==> src/rtl/operand_register_file.sv <==
// Operand register file feeding the ALU A/B inputs: R1..R4 and S1..S4 share one
// update function per cycle, selected per register by independent write enables.

module orf_reg #(
    parameter int WIDTH = 32
) (
    input  logic             Clock,
    input  logic             Reset,
    input  logic             en,
    input  logic [2:0]       FunSel,
    input  logic [WIDTH-1:0] I,
    output logic [WIDTH-1:0] q
);
    logic [WIDTH-1:0] nxt;

    always_comb begin
        nxt = q;
        case (FunSel)
            3'b000: nxt = q - 1'b1;
            3'b001: nxt = q + 1'b1;
            3'b010: nxt = I;
            3'b011: nxt = '0;
            3'b100: nxt = {{(WIDTH-8){1'b0}}, I[7:0]};
            3'b101: nxt = {{(WIDTH-16){1'b0}}, I[15:0]};
            // byte shift-in drops the top byte of the current value
            3'b110: nxt = {q[WIDTH-9:0], I[7:0]};
            3'b111: nxt = {{(WIDTH-8){I[7]}}, I[7:0]};
            default: nxt = q;
        endcase
    end

    always_ff @(posedge Clock) begin
        if (!Reset)
            q <= '0;
        else if (en)
            q <= nxt;
    end
endmodule

module operand_register_file #(
    parameter int WIDTH = 32
) (
    input  logic             Clock,
    input  logic             Reset,
    input  logic [WIDTH-1:0] I,
    input  logic [2:0]       FunSel,
    input  logic [3:0]       RegSel,
    input  logic [3:0]       ScrSel,
    input  logic [2:0]       OutASel,
    input  logic [2:0]       OutBSel,
    output logic [WIDTH-1:0] OutA,
    output logic [WIDTH-1:0] OutB
);
    localparam int NUM_REGS = 8;

    // index 0..3 = R1..R4, 4..7 = S1..S4, matching the read-select encoding
    logic [NUM_REGS-1:0]            wr_en;
    logic [NUM_REGS-1:0][WIDTH-1:0] regs;

    assign wr_en = {ScrSel, RegSel};

    for (genvar g = 0; g < NUM_REGS; g++) begin : g_reg
        orf_reg #(.WIDTH(WIDTH)) u_reg (
            .Clock  (Clock),
            .Reset  (Reset),
            .en     (wr_en[g]),
            .FunSel (FunSel),
            .I      (I),
            .q      (regs[g])
        );
    end

    // no bypass: reads always see pre-edge state
    assign OutA = regs[OutASel];
    assign OutB = regs[OutBSel];
endmodule

==> config.mk <==
export PLATFORM = sky130hd
export DESIGN_NAME = operand_register_file
export DESIGN_NICKNAME = d
export VERILOG_FILES = /design/src/rtl/operand_register_file.sv
export SDC_FILE = /design/constraint.sdc
export NUM_CORES = 1
export LEC_CHECK = 0
export BUFFER_PORTS_ARGS = -buffer_cell sky130_fd_sc_hd__clkbuf_2
export CAP_MARGIN = 40
export CORE_ASPECT_RATIO = 0.7
export CORE_UTILIZATION = 35
export CTS_CLUSTER_SIZE = 30
export DETAILED_ROUTE_END_ITERATION = 8
export SLEW_MARGIN = 0
export SYNTH_ARGS = -nofsm -noshare
export SYNTH_HDL_FRONTEND = slang
export SYNTH_SLANG_ARGS = --single-unit
==> constraint.sdc <==
create_clock -name Clock -period 11 [get_ports Clock]
set_input_delay 1.1 -clock Clock [delete_from_list [all_inputs] [get_ports Clock]]
set_output_delay 1.1 -clock Clock [all_outputs]
set_load 0.05 [all_outputs]
After elaboration in Yosys (flattened, before gate mapping):

Index checks and enable logic that the tools add are counted.
W data, S select, Z words.

* eq/ne operators: 7
* order comparisons: 2
* add/subtract/negate cells: 16
* muxes and demuxes: 12
* reduce and logical (&&, ||, !) cells: 1

Operators with widths (number)
* $pmux W32 S8: 8
* $add A32 B1 Y32 const B: 8
* $sub A32 B1 Y32 const B: 8
* $bmux W32 S3: 2
* $mux W32: 2
* $eq A3 B3 Y1 const B: 4
* $lt A3 B4 Y1 const B: 2
* $eq A3 B2 Y1 const B: 2
* $eq A3 B1 Y1 const B: 1
* $logic_not A3 Y1: 1

* register bits: 256
* input bits: 51
* output and inout port bits: 64
* logic and storage cells: 46

Longest topological paths before layout:

* depth after elaboration: 2
* mapped depth: 16
* depth with buffers taken out: 15

By module:

Synthesis repeated with hierarchy kept, for this count alone.

* cell total of the unflattened synthesis: 3799
* area, all modules: 31346.3 um^2

Modules (own cells, without submodules)
* orf_reg (g_reg[2].u_reg ...): sequential area each 640.6 um^2, instances 5, cells an instance 448, area each 3410.8 um^2
* orf_reg (g_reg[0].u_reg ...): sequential area each 640.6 um^2, instances 2, cells an instance 453, area each 3445.8 um^2
* operand_register_file: sequential area each 0.0 um^2, instances 1, cells an instance 228, area each 4152.7 um^2
* orf_reg (g_reg[6].u_reg): sequential area each 640.6 um^2, instances 1, cells an instance 425, area each 3248.1 um^2

Worst setup path after synthesis:

Ideal clock, no wire load.

* kind: input port to flip-flop
* start point: in FunSel[2]
* end point: reg g_reg[1].u_reg.q[28]
* setup slack: 676 ps
* stages on the path: 16
* arrival: 10208 ps
* required time: 10884 ps
* path through: clkbuf_1 nor2_1 nand2_1 inv_1 fa_1 nand2b_1 a21oi_1 o21ai_1 o22ai_2 a311oi_1 o31ai_1 nor2b_1 a311oi_1 xnor2_1 a21oi_1 nor2_1

* word-level cells in the longest chain between the ends: 2
* elaborated cells on any way between the ends: 9

Ends and longest elaborated chain
* from (decl): line 46 `input logic [2:0] FunSel,`
* $eq A3 B3 Y1, or another cell as far along: line 18 `case (FunSel)`
* $pmux W32 S8 (*): line 18
* to (signal assigned): line 36 `q <= nxt;`
* to (decl): line 12 `output logic [WIDTH-1:0] q`

Every way passes the cells marked *; elsewhere a longest branch is shown, timed or not.
A chain may end at the register's enable or synchronous reset.

Final worst setup path:

* start point: in FunSel[1]
* end point: reg g_reg[3].u_reg.q[30]

* word-level cells in the longest chain between the ends: 2
* elaborated cells on any way between the ends: 9

Ends and longest elaborated chain (line)
* $eq A3 B3 Y1, or another cell as far along: 18
* $pmux W32 S8 (*): 18
* to (signal assigned): 36
* to (decl): 12

Marks and branches as above.

==> results.md <==
* Net Count, Synth at 3679
* Total CTS buffers at 30
* Worst Path Max Fanout at 55
* Number of synthesized flops with an enable pin at 0
* Commonest non-fill, non-tap cell in the layout: a21oi_1
* Setup bufs post-CTS at 0
* Peak supply drop at ~0.00011 V
* Area delta synth->final at 10.3%
* Synthesized instance count at 3358
* Final setup violation count at 0
* Floorplan row count at 85
* Number of port buffers at 114
* Overflow after GRT at 0
* CP Data Arrival Time at about 6.2 ns
* Vias per inst at 6.30
* Worst rel slew slack at 0.382
* Chip height at 236 um
* P per Cell Area at between 100 and 150 nW/um2
* F_max at about 0.18 GHz
* # hold bufs at CTS at 0
* Worst path required time at 11.48 ns
* Worst slew pin tran at 0.926 ns
* Async SR Flop Fraction at 0
* Unrepaired setup endpoints after global routing: false
* Synth area leaders: dfxtp_1 (19%), ha_1 (12%), mux4_2 (10%)
* H-tree depth at 1
* Gp weighted congestion at 0.975
* Clock sink count at 256
* Vias in the first global route at 25500
* Iter 0 DRT Violations at about 3400
* First-pass GRT wire length at 164000 um
* Final hold vios at 0
* Max Slew Vio Count at 0
* Clk Latency, worst-skew pair at approximately 0.6 ns
* Clock Tree Buf Depth at 3
* CTS tree: done
* LEAKAGE at 12.4 nW
* Nets@finish at between 3000 and 4000
* Root Buffer: clkbuf_16
* Resized cells post-CTS at 0
* Top cell type by total area after synthesis: dfxtp_1
* Final setup TNS at 0 ns
* DRT antenna net count at 0
* HP Class: reg2reg
* Clock Skew at 0.00818 ns
* Ratio of cells with drive above 1 in the final layout at 0.142
* DRC Markers at 0
* Initial antenna violation count at 4
* Status: completed
* Die area at 79600 um2
* CP endpoint kind: register
* DR WL/cell at ~25 um
* Horiz. Die Dim at 337 um
* Largest net degree at the start of global routing at 74
* Synthesized cell area at ~27000 um2
* Top Ports at 115
* Kind of critical path: in2reg
* Shortest period the worst path allows at 5.67 ns
* Core Area at 77200 um2
* Crit share post-route at 0.515
* Max_cap viols at 0
* Post-DP HPWL at 83600 um
* Startpoint types: input pin
* Ys flop type: dfxtp_1
* GRT Util Overall at 0.272
* Tot Pwr at 4.36 mW
* Mean post-synth cell area at 8.18 um2
* Commonest non-fill, non-tap cells in the layout: a21oi_1 (416), o21ai_0 (304), nand2_1 (285)
* Clock transition at the registers of the reported paths at 0.07 ns
* Largest reg by FF count: g.u_reg.q
* Yosys Warn Count at 0
* Vias at 27900
* Synth top area share at 0.187
* Drt first pass iters at 6
* Synthesized flop and latch total at 256
* Biggest regs: g.u_reg.q x256
* WL final at 111000 um
* Seq/Total Area, Yosys at 0.187
* Synth unique cells at 95
* Max FFs per register at 256
* Starting Density at 0.356
-- cells by family (layout without fill, tap and decap cells) --
group / after synthesis / after routing / synth area share
AO/OA/AOI/OAI: 1333 / 1333 / 0.310
AND/OR/NAND/NOR: 818 / 818 / 0.138
adder cells (fa/ha/maj): 270 / 270 / 0.125
buffers and inverters: 268 / 293 / 0.0384
flip-flops: 256 / 256 / 0.187
multiplexers: 207 / 207 / 0.137
XOR/XNOR: 206 / 206 / 0.0657
other: 0 / 1 / 0
-- power by group --
| group | total (mW) | switching [mW] | internal [mW] | leakage (nW) |
|---|---|---|---|---|
| clock | 1.18 | 0.475 | 0.707 | 0.570 |
| combinational | 2.00 | 1.17 | 0.827 | 9.72 |
| sequential | 1.18 | 0.168 | 1.01 | 2.12 |
| total | 4.36 | 1.82 | 2.54 | 12.4 |
-- worst max-delay path: stages --
cell and delay (ns):
clkbuf_2 0.25, nor2_4 0.16, buf_4 0.59, nand2_4 0.47, inv_1 0.81, fa_1 0.37, nor2b_1 0.07, o21ai_1 0.16
a21boi_1 0.14, o311ai_2 0.31, nand3_1 0.17, a221oi_2 0.40, a21oi_2 0.17, a21o_1 0.21, a311oi_2 0.29, nor4_1 0.08
a211o_1 0.30
-- synthesized netlist by cell type (12+ instances only) --
| master | n |
|---|---|
| a211oi_1 | 58 |
| a21o_1 | 141 |
| a21oi_1 | 416 |
| a221oi_1 | 62 |
| a311oi_1 | 12 |
| a31oi_1 | 63 |
| a41oi_1 | 40 |
| and2_1 | 18 |
| and3_1 | 34 |
| buf_1 | 32 |
| clkbuf_1 | 168 |
| dfxtp_1 | 256 |
| ha_1 | 262 |
| inv_1 | 60 |
| mux2_2 | 65 |
| mux2i_1 | 14 |
| mux4_2 | 128 |
| nand2_1 | 286 |
| nand2b_1 | 38 |
| nand3_1 | 66 |
| nand4_1 | 22 |
| nor2_1 | 224 |
| nor2b_1 | 47 |
| nor3_1 | 27 |
| o2111ai_1 | 12 |
| o211ai_1 | 21 |
| o21a_1 | 29 |
| o21ai_0 | 306 |
| o21ai_1 | 19 |
| o21bai_1 | 27 |
| o22ai_1 | 22 |
| xnor2_1 | 137 |
| xor2_1 | 69 |
-- metal layers --
layer,vias up,wire length [um],track usage
li1,12800,-,-
met1,13500,50700,0.408
met2,1379,44200,0.380
met3,119,13900,0.0815
met4,2,2030,0.0463
met5,-,21,0
-- metrics by stage --
stage | setup WS [ns] | area, um2 | hold WS, ns | util | std cells
floorplan | 0.676 | 27500 | 0.471 | - | 3358
detailed placement | 4.93 | 29100 | 0.522 | 0.377 | 4370
global route | 5.14 | 30300 | 0.569 | 0.392 | 4428
global placement | 4.91 | 28900 | 0.512 | 0.374 | 4355
finish | 5.33 | 30300 | 0.535 | 0.392 | 4428
CTS | 5.54 | 30300 | 0.541 | 0.392 | 4426
-- cell type report --
cell class | count | area [um2]
well taps | 1044 | 1310
fillers | 8002 | 46900
clock buffers | 43 | 941
diodes | 1 | 2.50
inverters | 61 | 229
clock inverters | 13 | 190
multi-input cells | 2834 | 21300
flip-flops and latches | 256 | 5120
repair buffers | 176 | 1180
-- worst paths after layout --
check | cells after the start | slack [ns] | end | start
hold reg to reg | 1 | 0.53 | g_reg[0].u_reg.q[28] | g_reg[0].u_reg.q[28]
setup reg to reg | 13 | 7.36 | g_reg[0].u_reg.q[30] | g_reg[0].u_reg.q[0]
setup / recovery | 17 | 5.33 | g_reg[3].u_reg.q[30] | FunSel[1]
hold / removal | 1 | 0.53 | g_reg[0].u_reg.q[28] | g_reg[0].u_reg.q[28]
(Power assumes the default switching activity.)
